$ cat config.mk
export PLATFORM = sky130hd
export DESIGN_NAME = serial_alu_flat
export DESIGN_NICKNAME = d
export VERILOG_FILES = /design/src/rtl/serial_alu_pkg.sv /design/src/rtl/serial_alu_if.sv /design/src/rtl/alu_slice_n.sv /design/src/rtl/serial_alu.sv /design/src/flat_wrapper.sv
export SDC_FILE = /design/constraint.sdc
export NUM_CORES = 1
export LEC_CHECK = 0
export BUFFER_PORTS_ARGS = -buffer_cell sky130_fd_sc_hd__buf_2
export CAP_MARGIN = 5
export CORE_ASPECT_RATIO = 1.25
export CORE_UTILIZATION = 45
export DETAILED_ROUTE_END_ITERATION = 6
export GPL_ROUTABILITY_DRIVEN = 0
export PLACE_DENSITY = 0.78
export SYNTH_ARGS = -nofsm -noshare
export SYNTH_HDL_FRONTEND = slang
export SYNTH_SLANG_ARGS = --single-unit
$ cat constraint.sdc
create_clock -name clk -period 2.9 [get_ports clk]
set_input_delay 0 -clock clk [delete_from_list [all_inputs] [get_ports clk]]
set_output_delay 0 -clock clk [all_outputs]
set_load 0.05 [all_outputs]
$ cat src/rtl/serial_alu_pkg.sv
// Shared definitions for the bit-serial ALU: op encoding, FSM states, op helpers.
package serial_alu_pkg;

    typedef logic [1:0] op_t;

    localparam op_t OP_AND = 2'b00;
    localparam op_t OP_OR  = 2'b01;
    localparam op_t OP_ADD = 2'b10;
    localparam op_t OP_SUB = 2'b11;

    typedef enum logic [1:0] {
        S_IDLE = 2'b00,
        S_RUN  = 2'b01,
        S_DONE = 2'b10
    } state_t;

    // Arithmetic ops are the ones with the top encoding bit set.
    function automatic logic is_arith(input op_t op);
        return op[1];
    endfunction

endpackage

$ cat src/rtl/serial_alu_if.sv
// Operand/result handshake bundle between register-read, the serial ALU and writeback.
interface serial_alu_if #(
    parameter int WIDTH = 16
);
    import serial_alu_pkg::*;

    logic             in_valid;
    logic             in_ready;
    op_t              op;
    logic [WIDTH-1:0] a;
    logic [WIDTH-1:0] b;
    logic             cin;
    logic             out_valid;
    logic             out_ready;
    logic [WIDTH-1:0] result;
    logic             flag_n;
    logic             flag_z;
    logic             flag_c;
    logic             flag_v;

    modport master (
        output in_valid, op, a, b, cin, out_ready,
        input  in_ready, out_valid, result, flag_n, flag_z, flag_c, flag_v
    );

    modport slave (
        input  in_valid, op, a, b, cin, out_ready,
        output in_ready, out_valid, result, flag_n, flag_z, flag_c, flag_v
    );

endinterface

$ cat src/rtl/alu_slice_n.sv
// Purpose: combinational SLICE_W-bit ALU slice (AND/OR/ADD/SUB) with ripple carry.
// Latency: 0 cycles, purely combinational.
// Backpressure: none; the enclosing FSM decides when the outputs are consumed.
module alu_slice_n
    import serial_alu_pkg::*;
#(
    parameter int SLICE_W = 4
) (
    input  op_t                op,
    input  logic [SLICE_W-1:0] a,
    input  logic [SLICE_W-1:0] b,
    input  logic               cin,
    output logic [SLICE_W-1:0] o,
    output logic               cout,
    output logic               c_msb
);

    logic [SLICE_W-1:0] bx;
    logic [SLICE_W-1:0] sum;
    logic [SLICE_W:0]   c;

    always_comb begin
        bx   = (op == OP_SUB) ? ~b : b;
        sum  = '0;
        c    = '0;
        c[0] = cin;
        for (int i = 0; i < SLICE_W; i++) begin
            sum[i]   = a[i] ^ bx[i] ^ c[i];
            c[i+1]   = (a[i] & bx[i]) | (c[i] & (a[i] ^ bx[i]));
        end
        case (op)
            OP_AND:  o = a & b;
            OP_OR:   o = a | b;
            default: o = sum;
        endcase
    end

    assign cout  = c[SLICE_W];
    assign c_msb = c[SLICE_W-1];

endmodule

$ cat src/rtl/serial_alu.sv
// Purpose: WIDTH-bit ALU evaluated SLICE_W bits per cycle, LSB slice first, with NZCV flags.
// Latency: WIDTH/SLICE_W + 1 cycles from accept to out_valid; one IDLE cycle between ops.
// Backpressure: holds result/flags in DONE until out_ready; accepts only while IDLE.
module serial_alu
    import serial_alu_pkg::*;
#(
    parameter int WIDTH   = 16,
    parameter int SLICE_W = 4
) (
    input  logic         clk,
    input  logic         rst_n,
    serial_alu_if.slave  bus
);

    localparam int N  = WIDTH / SLICE_W;
    localparam int CW = (N > 1) ? $clog2(N) : 1;

    state_t             state_q, state_d;
    op_t                op_q;
    logic [WIDTH-1:0]   a_sr, b_sr, res_q, res_d;
    logic [CW-1:0]      cnt_q;
    logic               carry_q;
    logic               out_valid_q;
    logic               n_q, z_q, c_q, v_q;
    logic [SLICE_W-1:0] s_o;
    logic               s_cout, s_cmsb;
    logic               accept, last;

    assign accept = bus.in_valid && (state_q == S_IDLE);
    assign last   = (cnt_q == CW'(N - 1));

    alu_slice_n #(.SLICE_W(SLICE_W)) u_slice (
        .op    (op_q),
        .a     (a_sr[SLICE_W-1:0]),
        .b     (b_sr[SLICE_W-1:0]),
        .cin   (carry_q),
        .o     (s_o),
        .cout  (s_cout),
        .c_msb (s_cmsb)
    );

    // New slice enters at the top so the LSB slice ends up at bit 0 after N shifts.
    assign res_d = (res_q >> SLICE_W) | (WIDTH'(s_o) << (WIDTH - SLICE_W));

    always_ff @(posedge clk or negedge rst_n) begin
        if (!rst_n) state_q <= S_IDLE;
        else        state_q <= state_d;
    end

    always_comb begin
        state_d = state_q;
        case (state_q)
            S_IDLE:  if (accept) state_d = S_RUN;
            S_RUN:   if (last) state_d = S_DONE;
            S_DONE:  if (bus.out_ready) state_d = S_IDLE;
            default: state_d = S_IDLE;
        endcase
    end

    always_ff @(posedge clk or negedge rst_n) begin
        if (!rst_n) begin
            op_q        <= OP_AND;
            a_sr        <= '0;
            b_sr        <= '0;
            res_q       <= '0;
            cnt_q       <= '0;
            carry_q     <= 1'b0;
            out_valid_q <= 1'b0;
            n_q         <= 1'b0;
            z_q         <= 1'b0;
            c_q         <= 1'b0;
            v_q         <= 1'b0;
        end else begin
            case (state_q)
                S_IDLE: begin
                    if (accept) begin
                        op_q    <= bus.op;
                        a_sr    <= bus.a;
                        b_sr    <= bus.b;
                        cnt_q   <= '0;
                        // SUB runs as a + ~b + ~cin, so borrow-in enters inverted.
                        carry_q <= (bus.op == OP_SUB) ? ~bus.cin : bus.cin;
                    end
                end
                S_RUN: begin
                    a_sr    <= a_sr >> SLICE_W;
                    b_sr    <= b_sr >> SLICE_W;
                    res_q   <= res_d;
                    carry_q <= s_cout;
                    cnt_q   <= cnt_q + 1'b1;
                    if (last) begin
                        out_valid_q <= 1'b1;
                        n_q         <= res_d[WIDTH-1];
                        z_q         <= (res_d == '0);
                        c_q         <= is_arith(op_q) & s_cout;
                        v_q         <= is_arith(op_q) & (s_cmsb ^ s_cout);
                    end
                end
                S_DONE: begin
                    if (bus.out_ready) out_valid_q <= 1'b0;
                end
                default: out_valid_q <= 1'b0;
            endcase
        end
    end

    assign bus.in_ready  = (state_q == S_IDLE);
    assign bus.out_valid = out_valid_q;
    assign bus.result    = res_q;
    assign bus.flag_n    = n_q;
    assign bus.flag_z    = z_q;
    assign bus.flag_c    = c_q;
    assign bus.flag_v    = v_q;

endmodule

$ cat src/flat_wrapper.sv
// flat-port wrapper written by rule: the top's interface ports become plain ports
module serial_alu_flat import serial_alu_pkg::*;
#(
    parameter int WIDTH   = 16,
    parameter int SLICE_W = 4
)
  (clk, rst_n, bus_in_valid, bus_op, bus_a, bus_b, bus_cin, bus_out_ready, bus_in_ready, bus_out_valid, bus_result, bus_flag_n, bus_flag_z, bus_flag_c, bus_flag_v);
  serial_alu_if #(.WIDTH(WIDTH)) bus_i ();
  input  logic clk;
  input  logic rst_n;
  input wire logic [$bits(bus_i.in_valid)-1:0] bus_in_valid;
  input wire logic [$bits(bus_i.op)-1:0] bus_op;
  input wire logic [$bits(bus_i.a)-1:0] bus_a;
  input wire logic [$bits(bus_i.b)-1:0] bus_b;
  input wire logic [$bits(bus_i.cin)-1:0] bus_cin;
  input wire logic [$bits(bus_i.out_ready)-1:0] bus_out_ready;
  output wire logic [$bits(bus_i.in_ready)-1:0] bus_in_ready;
  output wire logic [$bits(bus_i.out_valid)-1:0] bus_out_valid;
  output wire logic [$bits(bus_i.result)-1:0] bus_result;
  output wire logic [$bits(bus_i.flag_n)-1:0] bus_flag_n;
  output wire logic [$bits(bus_i.flag_z)-1:0] bus_flag_z;
  output wire logic [$bits(bus_i.flag_c)-1:0] bus_flag_c;
  output wire logic [$bits(bus_i.flag_v)-1:0] bus_flag_v;
  assign bus_i.in_valid = bus_in_valid;
  assign bus_i.op = bus_op;
  assign bus_i.a = bus_a;
  assign bus_i.b = bus_b;
  assign bus_i.cin = bus_cin;
  assign bus_i.out_ready = bus_out_ready;
  assign bus_in_ready = bus_i.in_ready;
  assign bus_out_valid = bus_i.out_valid;
  assign bus_result = bus_i.result;
  assign bus_flag_n = bus_i.flag_n;
  assign bus_flag_z = bus_i.flag_z;
  assign bus_flag_c = bus_i.flag_c;
  assign bus_flag_v = bus_i.flag_v;
  serial_alu #(.WIDTH(WIDTH), .SLICE_W(SLICE_W)) u_core (.clk(clk), .rst_n(rst_n), .bus(bus_i));
endmodule
==> results.txt, run 1 <==
CTS tree: done
vias per cell: 5.00
Crit path buffers/inverters: 1
Syn. warnings: 0
final wirelength: 6640 um
xor/xnor share of the synthesized area: 0.0187
outcome: complete, no violations
CP peak stage delay: 0.51 ns
first-pass GRT wire length: 10800 um
crit path DAT: 3.03 ns
PD cells: 1230 nW/um^2
vias after detailed routing: 2387
Clock Path Buffers: 2
worst slew pin tran: 0.933 ns
Post-Synth Adder-Cell Area: 0.0330
Slew headroom: 0.376
largest net degree at the start of global routing: 53
Chip Width: 72.6 um
IO Port Bufs: 60
CTS H-tree lvls: 3
Critical Path Slowest Stage Cell: fa_1
critical path's top delay family: adder cells
Synth Flop Type: dfrtp_1
Compound-Gate Fraction of Synth Area: 0.115
reg2reg start: u_core.op_q[1]
area leader, netlist: dfrtp_1
post-route ant nets: 0
CP Launch Point: u_core.op_q[1]
Synth Register Bits: 60
initial drt markers: 108
post-route setup slack: 0.136 ns
total CTS buffers: 9
grt met2 use: 0.377
max-capacitance violation count: 0
GR Util All Layers: 0.217
core area: 5900 sq um
vias in the first global route: 2391
met3 usage: 0.0391
Post-Syn Area: 2810 sq um
Final setup viols: 0
area share of the largest cell type after synthesis: 0.535
leakage dissipation: 0.00182 uW
Worst R2R End: u_core.bus.flag_z
post-synthesis area per instance: 9.29 sq um
WS Path Type: reg2reg
Peak Freq: 0.362 GHz
DR WL/cell: 13.9 um
clock skew: 0.00734 ns
gr busiest metal: met2
VDD IR max: 0.551 mV
met1 Use GR: 0.254
Synth cell types: 32
DIE AREA: 6560 sq um
hpwl dp: 4060 um
layout cell share with drive strength beyond 1: 0.233
Post-synth EDFFs: 0
# diodes: 0
crit-path cells: nand2_2 -> xnor2_2 -> fa_2 -> inv_1 -> fa_1 -> fa_2 -> fa_1 -> a31oi_1 -> nor4_1 -> a22o_1
Root Driver: clkbuf_8
Synth Area in Simple Gates: 0.218
Seq/Total Area, Yosys: 0.535
Die Ht: 90.3 um
worst reg2reg path depth: 10
Hold Crit Class: in2reg
crit start category: flop
Tot Pwr: 4480 uW
Final Cycle Share: 0.953
mux cell area share after synthesis: 0
FP Rows: 31
fin crit period: 2.76 ns
FFs w/ async S/R, synth: 1.00
main combinational cell family by area after synthesis: simple AND/OR/NAND/NOR gates
initial core utilization: 0.476
Cells after Synth: 302
CP Capture Type: flop
Setup Slack @ Placement: 0.0733 ns
drt drc: 0
most frequent cell after synthesis: nand2_1
Final Hold Violating Endpoints: 0
top cells by count, synth: nand2_1 (94), dfrtp_1 (60), nor2_1 (27)
grt ovf: 0
drt pass-1 iters: 4
Clock transition at path regs: 0.06 ns
top area cells in the synthesized netlist: dfrtp_1 (53%), nand2_1 (13%), a22oi_1 (3.7%), nor2_1 (3.6%), buf_4 (3.5%)
fin nets: 434
Final Max Tran Viols: 0
synthesis-to-layout area growth: 29.7%
syn_nets: 346
worst-skew pair later-pin latency: 0.33 ns
hold slack: 0.00850 ns
clk sinks: 60
CP Data Required Time: 3.17 ns
initial antenna violation count: 0
CP Depth: 10
R2R Setup Slk: 0.14 ns
I/O pin count: 61
crit path max fanout: 2
final setup TNS: 0 ns
crit path to: u_core.bus.flag_z
==> cell families (layout without fill, tap and decap cells) <==
family                     after synthesis  count (layout)
and+or+nand+nor                        145             145
DFF                                     60              60
AOI/OAI and AO/OA                       50              50
buffers and inverters                   36             129
xor gates and xnor gates                 6               6
adders and majority gates                5               5
==> worst register-to-register path, cell delays in order (launching register included) <==
cell and delay, ns:
dfrtp_1 0.37, nand2_2 0.08, xnor2_2 0.20, fa_2 0.21, inv_1 0.06, fa_1 0.41
fa_2 0.37, fa_1 0.51, a31oi_1 0.09, nor4_1 0.24, a22o_1 0.16
==> flip-flops by register name, summed over array words and instances (netlist names) <==
register and count:
u_core.b_sr 16, u_core.state_q 2, u_core.carry_q 1, u_core.bus.flag_v 1, u_core.bus.flag_n 1, u_core.cnt_q 2
u_core.bus.flag_c 1, u_core.a_sr 16, u_core.bus.out_valid 1, u_core.op_q 2, u_core.bus.flag_z 1, u_core.bus.result 16
==> cell type report <==
type,count,area [sq um]
fillers,535,2250
flip-flops and latches,60,1500
multi-input cells,206,1090
repair buffers,107,756
clock buffers,14,153
well taps,82,103
inverters,6,22.5
clock inverters,2,10.0
==> timing repair <==
item / CTS / global route
buffers inserted: 0 / 2
resized for setup: 0 / 4
hold buffers: 36 / 0
endpoints found under the setup margin: 0 / 3
endpoints found under the hold margin: 87 / 0
==> report_power, final <==
| part | leakage [uW] | total (uW) | switching, uW | internal, uW |
|---|---|---|---|---|
| Combinational | 0.000989 | 2320 | 1520 | 809 |
| Clock | 0.0000844 | 624 | 293 | 332 |
| Sequential | 0.000750 | 1530 | 295 | 1230 |
==> through the flow <==
step / utilization / instance area [sq um] / instances
global route: 0.618 / 3640 / 477
finish: 0.618 / 3640 / 477
CTS: 0.610 / 3600 / 474
global placement: 0.521 / 3070 / 422
floorplan: - / 2820 / 302
detailed placement: 0.521 / 3070 / 422
==> metal layers <==
layer	vias to the layer above	routed length (um)
li1	1171	-
met1	1129	2760
met2	74	3450
met3	13	310
met4	0	120
met5	-	0
==> how the worst min path moves through the flow <==
stage	end	cells after the start	start	slack [ns]
floorplan	u_core.a_sr[0]	0	rst_n	-0.30
global placement	u_core.b_sr[13]	3	bus_b[13]	0.19
detailed placement	u_core.b_sr[12]	3	bus_b[12]	0.19
CTS	u_core.carry_q	3	bus_cin	0.004
global route	u_core.carry_q	3	bus_cin	0.02
finish	u_core.carry_q	3	bus_cin	0.009
==> placed cells by master (no fill, tap or decap), types with 3 or more instances in the layout <==
cell	Yosys	final
nand3_1	9	9
buf_2	11	60
dlygate4sd3_1	0	36
clkbuf_1	2	4
xor2_1	4	4
o31ai_1	3	3
a22oi_1	14	14
buf_4	13	10
dfrtp_1	60	59
nand2_1	94	93
o22ai_1	10	10
o21ai_0	11	11
clkbuf_8	0	10
inv_1	6	6
nor3_1	3	3
nor2_1	27	27
nor4_1	4	4
a21oi_1	6	6
Power figures use the tool's default switching activity.
==> run 2: changes to the inputs <==
--- a/config.mk
+++ b/config.mk
@@ -11,7 +11,7 @@
 export CORE_UTILIZATION = 45
 export DETAILED_ROUTE_END_ITERATION = 6
 export GPL_ROUTABILITY_DRIVEN = 0
-export PLACE_DENSITY = 0.78
+export PLACE_DENSITY = 0.71
 export SYNTH_ARGS = -nofsm -noshare
 export SYNTH_HDL_FRONTEND = slang
 export SYNTH_SLANG_ARGS = --single-unit
==> run 2 against run 1 <==
Clock skew barely moved. Critical endpoint unchanged. Routed wire length fell by 3.0%. Hold slack improved by 0.25 ns. Flip-flop and latch count did not move.
==> results.txt, run 2 (synthesis results as in run 1) <==
vias per cell: 5.09
worst reg2reg path depth: 10
crit path DAT: 3.03 ns
Setup Slack @ Placement: 0.0799 ns
WS Path Type: reg2reg
Final Cycle Share: 0.951
Chip Width: 72.6 um
crit start category: flop
Psw: 2130 uW
crit path max fanout: 2
vias in the first global route: 2465
Hold Crit Endpoint: u_core.b_sr[1]
grt met2 use: 0.371
most common cell after layout, fill and taps aside: nand2_1
met3 usage: 0.0357
Die Ht: 90.3 um
Tot Pwr: 4690 uW
FP Rows: 31
Peak Freq: 0.363 GHz
core area: 5900 sq um
Multi-input gate area: 1090 sq um
initial drt markers: 83
fin nets: 435
Worst R2R End: u_core.bus.flag_z
FF+latch area: 1500 sq um
VDD IR max: 0.589 mV
Slew headroom: 0.255
drt drc: 0
commonest non-fill, non-tap cells in the layout: nand2_1 (93), buf_2 (60), dfrtp_1 (60)
Clock transition at path regs: 0.07 ns
first-pass GRT wire length: 11000 um
CP Capture Type: flop
final wirelength: 6440 um
initial antenna violation count: 0
reg2reg start: u_core.op_q[0]
drt pass-1 iters: 4
Min-Delay Path Depth: 5
CTS tree: done
layout cell share with drive strength beyond 1: 0.232
# diodes: 0
Gate power share: 0.499
R2R Setup Slk: 0.14 ns
Final Hold Violating Endpoints: 0
outcome: complete, no violations
Final setup viols: 0
Design Area, Final: 3690 sq um
Clock Path Buffers: 2
worst-skew pair later-pin latency: 0.33 ns
met1 Use GR: 0.257
I/O pin count: 61
synthesis-to-layout area growth: 31.5%
final setup TNS: 0 ns
total CTS buffers: 9
switch share: 0.454
leakage dissipation: 0.00185 uW
clock skew: 0.00772 ns
Seq pwr share: 0.324
Post-DP Area: 3090 sq um
CP Data Required Time: 3.17 ns
hpwl dp: 4000 um
post-route setup slack: 0.142 ns
Final Max Tran Viols: 0
post-route ant nets: 0
GR Util All Layers: 0.217
Clock power frac: 0.177
placed cell count: 424
Hold Crit Class: in2reg
DR WL/cell: 13.5 um
worst hold start: bus_in_valid
max-capacitance violation count: 0
clk sinks: 60
Root Driver: clkbuf_8
grt ovf: 0
initial core utilization: 0.476
CTS H-tree lvls: 3
largest net degree at the start of global routing: 52
Layout Cells excl Fill: 478
gr busiest metal: met2
filler cell count: 506
DIE AREA: 6560 sq um
internal power: 2560 uW
worst slew pin tran: 1.12 ns
vias after detailed routing: 2431
fin crit period: 2.76 ns
IO Port Bufs: 60
PD cells: 1270 nW/um^2
run 2: repair_timing:
action / 4_1_cts / 5_1_grt
gates resized for setup: 0 / 2
hold buffers: 37 / 0
hold endpoints to repair: 87 / 0
setup endpoints to repair: 0 / 1
setup buffers: 0 / 1
run 2: final cells by class:
class	instances	share of cell area
clock inverters	4	0.0197
multi-input cells	206	0.296
repair buffers	108	0.204
flip-flops and latches	60	0.407
inverters	6	0.00610
clock buffers	12	0.0393
well taps	82	0.0278
run 2: worst max path at each step:
stage / slack, ns / to / cells after the start / from
finish: 0.14 / u_core.bus.flag_z / 10 / u_core.op_q[0]
global placement: 0.14 / u_core.bus.flag_z / 10 / u_core.op_q[0]
global route: -0.02 / u_core.bus.flag_z / 10 / u_core.op_q[0]
CTS: 0.06 / u_core.bus.flag_z / 10 / u_core.op_q[0]
floorplan: 0.00007 / u_core.bus.flag_z / 11 / u_core.op_q[0]
detailed placement: 0.08 / u_core.bus.flag_z / 9 / u_core.b_sr[0]
run 2: through the flow:
step | hold slack, ns | utilization
final | 0.258 | 0.626
after global routing | 0.311 | 0.626
after CTS | 0.271 | 0.624
after detailed placement | 0.193 | 0.524
after global placement | 0.189 | 0.524
after floorplan | -0.296 | -
run 2: power by group through the flow:
stage          Combinational, uW  Clock (uW)  Sequential (uW)
5_1_grt                     2600         881             1570
6_report                    2340         829             1520
2_1_floorplan               1800           0             1600
3_3_place_gp                2220           0             1510
3_5_place_dp                2260           0             1530
4_1_cts                     2310         840             1520
run 2: worst max-delay path, stage by stage (launching register included):
cell,delay [ns]
dfrtp_1,0.37
nand2_2,0.09
xnor2_2,0.19
fa_1,0.20
inv_1,0.05
fa_1,0.41
fa_2,0.36
fa_1,0.51
a31oi_1,0.09
nor4_1,0.26
a22o_1,0.17
run 2: metal layers:
metal	up-vias	part of all wire
li1	1170	-
met1	1154	0.42
met2	91	0.51
met3	16	0.045
met4	0	0.025
met5	-	0
